File: config.mk
export PLATFORM = sky130hd
export DESIGN_NAME = rs_scheduler_flat
export DESIGN_NICKNAME = d
export VERILOG_FILES = /design/src/rtl/rs_sched_if.sv /design/src/rtl/rs_scheduler.sv /design/src/flat_wrapper.sv
export SDC_FILE = /design/constraint.sdc
export NUM_CORES = 1
export LEC_CHECK = 0
export CAP_MARGIN = 30
export CELL_PAD_IN_SITES_DETAIL_PLACEMENT = 0
export CELL_PAD_IN_SITES_GLOBAL_PLACEMENT = 1
export CORE_ASPECT_RATIO = 2
export CORE_MARGIN = 2
export CORE_UTILIZATION = 48
export DETAILED_ROUTE_END_ITERATION = 12
export GPL_ROUTABILITY_DRIVEN = 0
export HOLD_SLACK_MARGIN = 0.03
export MAX_ROUTING_LAYER = met4
export PLACE_DENSITY_LB_ADDON = 0.1
export SYNTH_ARGS = -nofsm -noshare
export SYNTH_HDL_FRONTEND = slang
export SYNTH_SLANG_ARGS = --single-unit
File: constraint.sdc
create_clock -name clk -period 17.2 [get_ports clk]
set_input_delay 2.58 -clock clk [delete_from_list [all_inputs] [get_ports clk]]
set_output_delay 2.58 -clock clk [all_outputs]
set_load 0.05 [all_outputs]
File: src/rtl/rs_sched_if.sv
// Dispatch, CDB wakeup and issue signals of the reservation-station scheduler.
// The master side is the dispatch/CDB/execute environment and the slave side is the scheduler.
interface rs_sched_if #(
    parameter int RS_SIZE = 16,
    parameter int TAG_W   = 6,
    parameter int IDX_W   = $clog2(RS_SIZE)
);
    // Handshakes: a dispatch transfers on a cycle with disp_valid && disp_ready.
    // An issue transfers on a cycle with iss_valid && iss_ready.
    // Once iss_valid is raised, iss_idx stays stable until that transfer happens.
    logic               disp_valid;
    logic               disp_ready;
    logic [TAG_W-1:0]   disp_tag1;
    logic [TAG_W-1:0]   disp_tag2;
    logic [IDX_W-1:0]   disp_idx;
    logic               cdb_valid;
    logic [TAG_W-1:0]   cdb_tag;
    logic               iss_valid;
    logic [IDX_W-1:0]   iss_idx;
    logic               iss_ready;
    logic [RS_SIZE-1:0] busy_vec;
    logic [IDX_W:0]     occupancy;
    logic               dbg_lock;

    modport master (
        output disp_valid, disp_tag1, disp_tag2, cdb_valid, cdb_tag, iss_ready,
        input  disp_ready, disp_idx, iss_valid, iss_idx, busy_vec, occupancy, dbg_lock
    );

    modport slave (
        input  disp_valid, disp_tag1, disp_tag2, cdb_valid, cdb_tag, iss_ready,
        output disp_ready, disp_idx, iss_valid, iss_idx, busy_vec, occupancy, dbg_lock
    );
endinterface

File: src/rtl/rs_scheduler.sv
// Reservation-station allocate/wakeup/select with an age matrix for oldest-ready selection.
// Selection is held stable while the execute port stalls.
module rs_scheduler #(
    parameter int RS_SIZE = 16,
    parameter int TAG_W   = 6,
    parameter int IDX_W   = $clog2(RS_SIZE)
) (
    input  logic         clk,
    input  logic         reset,
    input  logic         flush,
    rs_sched_if.slave    bus
);
    typedef enum logic {SEL_OPEN = 1'b0, SEL_HELD = 1'b1} sel_state_e;

    logic [RS_SIZE-1:0] busy_q, busy_d;
    logic [TAG_W-1:0]   tag1_q [RS_SIZE];
    logic [TAG_W-1:0]   tag1_d [RS_SIZE];
    logic [TAG_W-1:0]   tag2_q [RS_SIZE];
    logic [TAG_W-1:0]   tag2_d [RS_SIZE];
    logic [RS_SIZE-1:0] older_q [RS_SIZE];
    logic [RS_SIZE-1:0] older_d [RS_SIZE];
    sel_state_e         state_q, state_d;
    logic [IDX_W-1:0]   lock_idx_q, lock_idx_d;

    logic [RS_SIZE-1:0] ready;
    logic [RS_SIZE-1:0] blocked;
    logic [IDX_W-1:0]   free_idx;
    logic [IDX_W-1:0]   pick_idx;
    logic [IDX_W:0]     occ;
    logic               disp_fire;
    logic               iss_fire;
    logic               cdb_hit;
    logic [TAG_W-1:0]   wtag1, wtag2;

    always_comb begin : alloc_select
        free_idx = '0;
        pick_idx = '0;
        occ      = '0;
        ready    = '0;
        blocked  = '0;
        for (int i = RS_SIZE - 1; i >= 0; i--) begin
            if (!busy_q[i]) free_idx = IDX_W'(i);
        end
        for (int i = 0; i < RS_SIZE; i++) begin
            occ      = occ + {{IDX_W{1'b0}}, busy_q[i]};
            ready[i] = busy_q[i] && (tag1_q[i] == '0) && (tag2_q[i] == '0);
        end
        // An entry is blocked when some other ready entry is older than it.
        for (int i = 0; i < RS_SIZE; i++) begin
            for (int j = 0; j < RS_SIZE; j++) begin
                if (j != i && ready[j] && older_q[j][i]) blocked[i] = 1'b1;
            end
        end
        for (int i = RS_SIZE - 1; i >= 0; i--) begin
            if (ready[i] && !blocked[i]) pick_idx = IDX_W'(i);
        end
    end

    assign bus.disp_ready = (occ != (IDX_W+1)'(RS_SIZE));
    assign bus.disp_idx   = free_idx;
    assign bus.iss_valid  = (state_q == SEL_HELD) || (|ready);
    assign bus.iss_idx    = (state_q == SEL_HELD) ? lock_idx_q : pick_idx;
    assign bus.busy_vec   = busy_q;
    assign bus.occupancy  = occ;
    assign bus.dbg_lock   = (state_q == SEL_HELD);

    assign disp_fire = bus.disp_valid && bus.disp_ready;
    assign iss_fire  = bus.iss_valid && bus.iss_ready;
    assign cdb_hit   = bus.cdb_valid && (bus.cdb_tag != '0);
    assign wtag1     = (cdb_hit && bus.disp_tag1 == bus.cdb_tag) ? '0 : bus.disp_tag1;
    assign wtag2     = (cdb_hit && bus.disp_tag2 == bus.cdb_tag) ? '0 : bus.disp_tag2;

    always_comb begin : next_state
        busy_d     = busy_q;
        tag1_d     = tag1_q;
        tag2_d     = tag2_q;
        older_d    = older_q;
        state_d    = state_q;
        lock_idx_d = lock_idx_q;
        if (flush) begin
            busy_d     = '0;
            state_d    = SEL_OPEN;
            lock_idx_d = '0;
            for (int i = 0; i < RS_SIZE; i++) begin
                tag1_d[i]  = '0;
                tag2_d[i]  = '0;
                older_d[i] = '0;
            end
        end else begin
            for (int i = 0; i < RS_SIZE; i++) begin
                if (busy_q[i] && cdb_hit && tag1_q[i] == bus.cdb_tag) tag1_d[i] = '0;
                if (busy_q[i] && cdb_hit && tag2_q[i] == bus.cdb_tag) tag2_d[i] = '0;
            end
            case (state_q)
                SEL_OPEN: begin
                    if (bus.iss_valid && !bus.iss_ready) begin
                        state_d    = SEL_HELD;
                        lock_idx_d = pick_idx;
                    end
                end
                SEL_HELD: begin
                    if (bus.iss_ready) state_d = SEL_OPEN;
                end
                default: state_d = SEL_OPEN;
            endcase
            if (iss_fire) busy_d[bus.iss_idx] = 1'b0;
            // The allocated entry was not busy before this edge, so it never collides with the issued one.
            if (disp_fire) begin
                busy_d[free_idx]  = 1'b1;
                tag1_d[free_idx]  = wtag1;
                tag2_d[free_idx]  = wtag2;
                older_d[free_idx] = '0;
                for (int j = 0; j < RS_SIZE; j++) begin
                    if (busy_q[j]) older_d[j][free_idx] = 1'b1;
                end
            end
        end
    end

    always_ff @(posedge clk) begin
        if (reset) begin
            busy_q     <= '0;
            state_q    <= SEL_OPEN;
            lock_idx_q <= '0;
            for (int i = 0; i < RS_SIZE; i++) begin
                tag1_q[i]  <= '0;
                tag2_q[i]  <= '0;
                older_q[i] <= '0;
            end
        end else begin
            busy_q     <= busy_d;
            state_q    <= state_d;
            lock_idx_q <= lock_idx_d;
            for (int i = 0; i < RS_SIZE; i++) begin
                tag1_q[i]  <= tag1_d[i];
                tag2_q[i]  <= tag2_d[i];
                older_q[i] <= older_d[i];
            end
        end
    end
endmodule
File: src/flat_wrapper.sv
// flat-port wrapper written by rule: the top's interface ports become plain ports
module rs_scheduler_flat 
#(
    parameter int RS_SIZE = 16,
    parameter int TAG_W   = 6,
    parameter int IDX_W   = $clog2(RS_SIZE)
)
  (clk, reset, flush, bus_disp_valid, bus_disp_tag1, bus_disp_tag2, bus_cdb_valid, bus_cdb_tag, bus_iss_ready, bus_disp_ready, bus_disp_idx, bus_iss_valid, bus_iss_idx, bus_busy_vec, bus_occupancy, bus_dbg_lock);
  rs_sched_if #(.RS_SIZE(RS_SIZE), .TAG_W(TAG_W), .IDX_W(IDX_W)) bus_i ();
  input  logic clk;
  input  logic reset;
  input  logic flush;
  input wire logic [$bits(bus_i.disp_valid)-1:0] bus_disp_valid;
  input wire logic [$bits(bus_i.disp_tag1)-1:0] bus_disp_tag1;
  input wire logic [$bits(bus_i.disp_tag2)-1:0] bus_disp_tag2;
  input wire logic [$bits(bus_i.cdb_valid)-1:0] bus_cdb_valid;
  input wire logic [$bits(bus_i.cdb_tag)-1:0] bus_cdb_tag;
  input wire logic [$bits(bus_i.iss_ready)-1:0] bus_iss_ready;
  output wire logic [$bits(bus_i.disp_ready)-1:0] bus_disp_ready;
  output wire logic [$bits(bus_i.disp_idx)-1:0] bus_disp_idx;
  output wire logic [$bits(bus_i.iss_valid)-1:0] bus_iss_valid;
  output wire logic [$bits(bus_i.iss_idx)-1:0] bus_iss_idx;
  output wire logic [$bits(bus_i.busy_vec)-1:0] bus_busy_vec;
  output wire logic [$bits(bus_i.occupancy)-1:0] bus_occupancy;
  output wire logic [$bits(bus_i.dbg_lock)-1:0] bus_dbg_lock;
  assign bus_i.disp_valid = bus_disp_valid;
  assign bus_i.disp_tag1 = bus_disp_tag1;
  assign bus_i.disp_tag2 = bus_disp_tag2;
  assign bus_i.cdb_valid = bus_cdb_valid;
  assign bus_i.cdb_tag = bus_cdb_tag;
  assign bus_i.iss_ready = bus_iss_ready;
  assign bus_disp_ready = bus_i.disp_ready;
  assign bus_disp_idx = bus_i.disp_idx;
  assign bus_iss_valid = bus_i.iss_valid;
  assign bus_iss_idx = bus_i.iss_idx;
  assign bus_busy_vec = bus_i.busy_vec;
  assign bus_occupancy = bus_i.occupancy;
  assign bus_dbg_lock = bus_i.dbg_lock;
  rs_scheduler #(.RS_SIZE(RS_SIZE), .TAG_W(TAG_W), .IDX_W(IDX_W)) u_core (.clk(clk), .reset(reset), .flush(flush), .bus(bus_i));
endmodule
==> run_results.csv <==
group,metric,value,unit
timing,min_period,8330,ps
detailed_routing,drc,0,
grt,antenna_found_initial,0,
min_path,worstHoldStart,"u_core.older_q[127]$_SDFFE_PP0P_",
setup_path,cp-startpoint,"u_core.bus.busy_vec[1]$_SDFF_PP0_",
floorplan,rows,108,
layout,fin_util,0.543,
power,p_leak,7.79,nW
floorplan,die_h,299,µm
synthesis,synthTopCellsByCount,"nor2_1, dfxtp_1, clkbuf_1",
layout,antenna_cells,0,
run_status,status,"finished clean",
setup_path,cp-end-kind,"output port",
timing,rsz0062_at_grt,"no",
synthesis,yosysWarnings,0,
placement,port_buffers,55,
power,pwr-share-comb,0.049,
setup_path,arrival,5750,ps
power,seqPwrFrac,0.476,
synthesis,yosysSeqAreaShare,0.433,
min_path,worstHoldPathType,"flop to flop",
timing,setup_viol,0,
floorplan,io_pins,56,
clock_tree,postCtsSetupBuffers,0,
detailed_routing,vias,19723,
floorplan,start_util,0.484,
synthesis,synth_area_per_cell,8.25,µm²
detailed_routing,drt_pass1_iterations,9,
synthesis,synthMostInstantiatedCell,"nor2_1",
synthesis,yosys-top-cells-area,"dfxtp_1, nor2_1, a22oi_1",
timing,tightest_slew,1120,ps
power,ir_drop,0.0780,mV
clock_tree,clock-root-buffer,"clkbuf_16",
layout,areaGrowthSynthToFinish,12.1,%
layout,seq_area,9070,µm²
setup_path,reg2reg_slack,10490,ps
detailed_routing,drt_iter0_markers,2442,
power,powerDensity,94.2,nW/µm²
placement,dp_hpwl,49.6,mm
setup_path,r2r-end,"u_core.older_q[211]$_SDFFE_PP0P_",
clock_tree,cts_made_buffers,44,
synthesis,syn_inst,2539,
synthesis,yosysTopAreaCell,"dfxtp_1",
layout,fill_cells,4061,
setup_path,ff2ff_path_depth,21,
timing,period_share,0.484,
clock_tree,clock-sinks,453,
detailed_routing,via_per_inst,6.46,
timing,maxSlewViolCount,0,
power,switching_share,0.229,
clock_tree,cts_max_level,2,
clock_tree,clk_pin_slew,60,ps
synthesis,synth_area,20900,µm²
layout,multi_input_area,10900,µm²
power,power_switching,506,µW
floorplan,core_area,43200,µm²
setup_path,cp-start-kind,"flop",
timing,skew,18.3,ps
grt,overflow,0,
detailed_routing,wirelength,78.3,mm
floorplan,die_width,152,µm
synthesis,synth.distinct_cells,65,
timing,finalHoldViolCount,0,
clock_tree,cts_tree,"done",
clock_tree,ctsResizeCount,0,
setup_path,cp_max_fo,11,
layout,drive_gt1_frac,0.0783,
synthesis,synth-main-ff-cell,"dfxtp_1",
synthesis,synth-seq-cells,453,
setup_path,crit_type,"flop to output port",
timing,timing.setup.tns,0,ps
grt,grtUsageTotal,0.349,
synthesis,synth_top_area_share,0.433,
timing,relSlewSlack,0.255,
clock_tree,ctsHoldBuffers,0,
detailed_routing,ant_nets,0,
layout,layout.nets,2506,
synthesis,synth-async-reset-ratio,0,
clock_tree,clkLatencyLatePin,570,ps
power,clkPwrFrac,0.475,
clock_tree,clockBufferDepth,3,
min_path,hold_end,"u_core.older_q[127]$_SDFFE_PP0P_",
min_path,hold_path_depth,2,
power,intPower,1.70,mW
synthesis,syn_nets,2578,
grt,grt_max_degree,208,
grt,first_global_vias,18964,
floorplan,die_area,45400,µm²
synthesis,synth_edf_count,0,
setup_path,crit_required,14620,ps
detailed_routing,wl_per_cell,25.7,µm
setup_path,timing.rr.start,"u_core.bus.busy_vec[1]$_SDFF_PP0_",
timing,max_freq,0.120,GHz
grt,grt_pass1_wl,116,mm
run,max-cap-violations,0,
==> kinds of logic (layout without fill, tap and decap cells) <==
| kind of cell | Yosys count | in the layout | synth area share |
|---|---|---|---|
| AOI/OAI and AO/OA | 597 | 597 | 0.191 |
| adders and majority gates | 15 | 15 | 0.0125 |
| muxes | 2 | 2 | 0.000956 |
| buffers and inverters | 277 | 240 | 0.0516 |
| DFF | 453 | 453 | 0.433 |
| and+or+nand+nor | 989 | 989 | 0.225 |
| xor gates and xnor gates | 206 | 206 | 0.0862 |
==> worst max-delay path, cell delays in order (launching register included) <==
cell             delay [ps]
dfxtp_1                 590
ha_1                    320
inv_1                    70
fa_1                    420
fa_1                    510
fa_1                    460
fa_1                    500
inv_1                    50
fa_1                    420
fa_1                    470
xor2_1                  170
nor3_1                  140
nand2_1                  70
nor2_1                  210
inv_1                    70
clkdlybuf4s50_1         700
==> per-layer routing <==
| layer | share of wire | up-vias | GRT usage |
|---|---|---|---|
| li1 | - | 8889 | - |
| met1 | 0.36 | 9563 | 0.390 |
| met2 | 0.50 | 970 | 0.591 |
| met3 | 0.070 | 301 | 0.0381 |
| met4 | 0.073 | 0 | 0.207 |
| met5 | 0 | - | - |
==> sequential cells by signal (all words and copies together), names as in the netlist <==
| signal | count |
|---|---|
| u_core.bus.busy_vec | 16 |
| u_core.lock_idx_q | 4 |
| u_core.bus.dbg_lock | 1 |
| u_core.tag2_q | 96 |
| u_core.tag1_q | 96 |
| u_core.older_q | 240 |
==> layout make-up <==
cell class / instances / share of cell area
sequential: 453 / 0.386
inverter: 32 / 0.00522
tap: 550 / 0.0293
clock inverter: 11 / 0.00810
timing repair buffer: 127 / 0.0498
clock buffer: 70 / 0.0588
multi-input combinational: 1809 / 0.462
==> power by group through the flow <==
stage | sequential [mW] | combinational (mW) | clock [mW]
6_report | 1.05 | 0.109 | 1.05
4_1_cts | 1.05 | 0.107 | 1.07
3_3_place_gp | 1.08 | 0.105 | 0
5_1_grt | 1.05 | 0.114 | 1.10
3_5_place_dp | 1.08 | 0.106 | 0
2_1_floorplan | 1.08 | 0.0670 | 0
==> layout by cell type (no fill, tap or decap), types with 25 or more instances in the layout <==
cell type / n
or4_1: 55
inv_1: 30
dfxtp_1: 453
xor2_1: 73
nor2_1: 470
buf_4: 62
nand2_1: 189
clkdlybuf4s50_1: 49
clkbuf_16: 45
a32oi_1: 29
nand4_1: 82
a22oi_1: 176
a31oi_1: 149
xnor2_1: 133
nand3_1: 77
a222oi_1: 25
a21oi_1: 176
==> worst max path at each step <==
stage,to,cells after the start
global placement,bus_disp_ready,15
detailed placement,bus_disp_ready,15
finish,bus_disp_ready,15
CTS,bus_disp_ready,15
floorplan,bus_disp_ready,14
global route,bus_disp_ready,15
==> metrics by stage <==
stage | power (mW) | hold WS, ps | setup WS [ps] | std cells | instance area (µm²)
2_1_floorplan | 1.14 | 434 | 9420 | 2539 | 20900
3_3_place_gp | 1.18 | 441 | 9420 | 2957 | 21700
3_5_place_dp | 1.18 | 446 | 9470 | 2970 | 21900
4_1_cts | 2.22 | 455 | 8860 | 3051 | 23400
5_1_grt | 2.27 | 472 | 8650 | 3052 | 23500
6_report | 2.21 | 455 | 8870 | 3052 | 23500
Power figures use the tool's default switching activity.
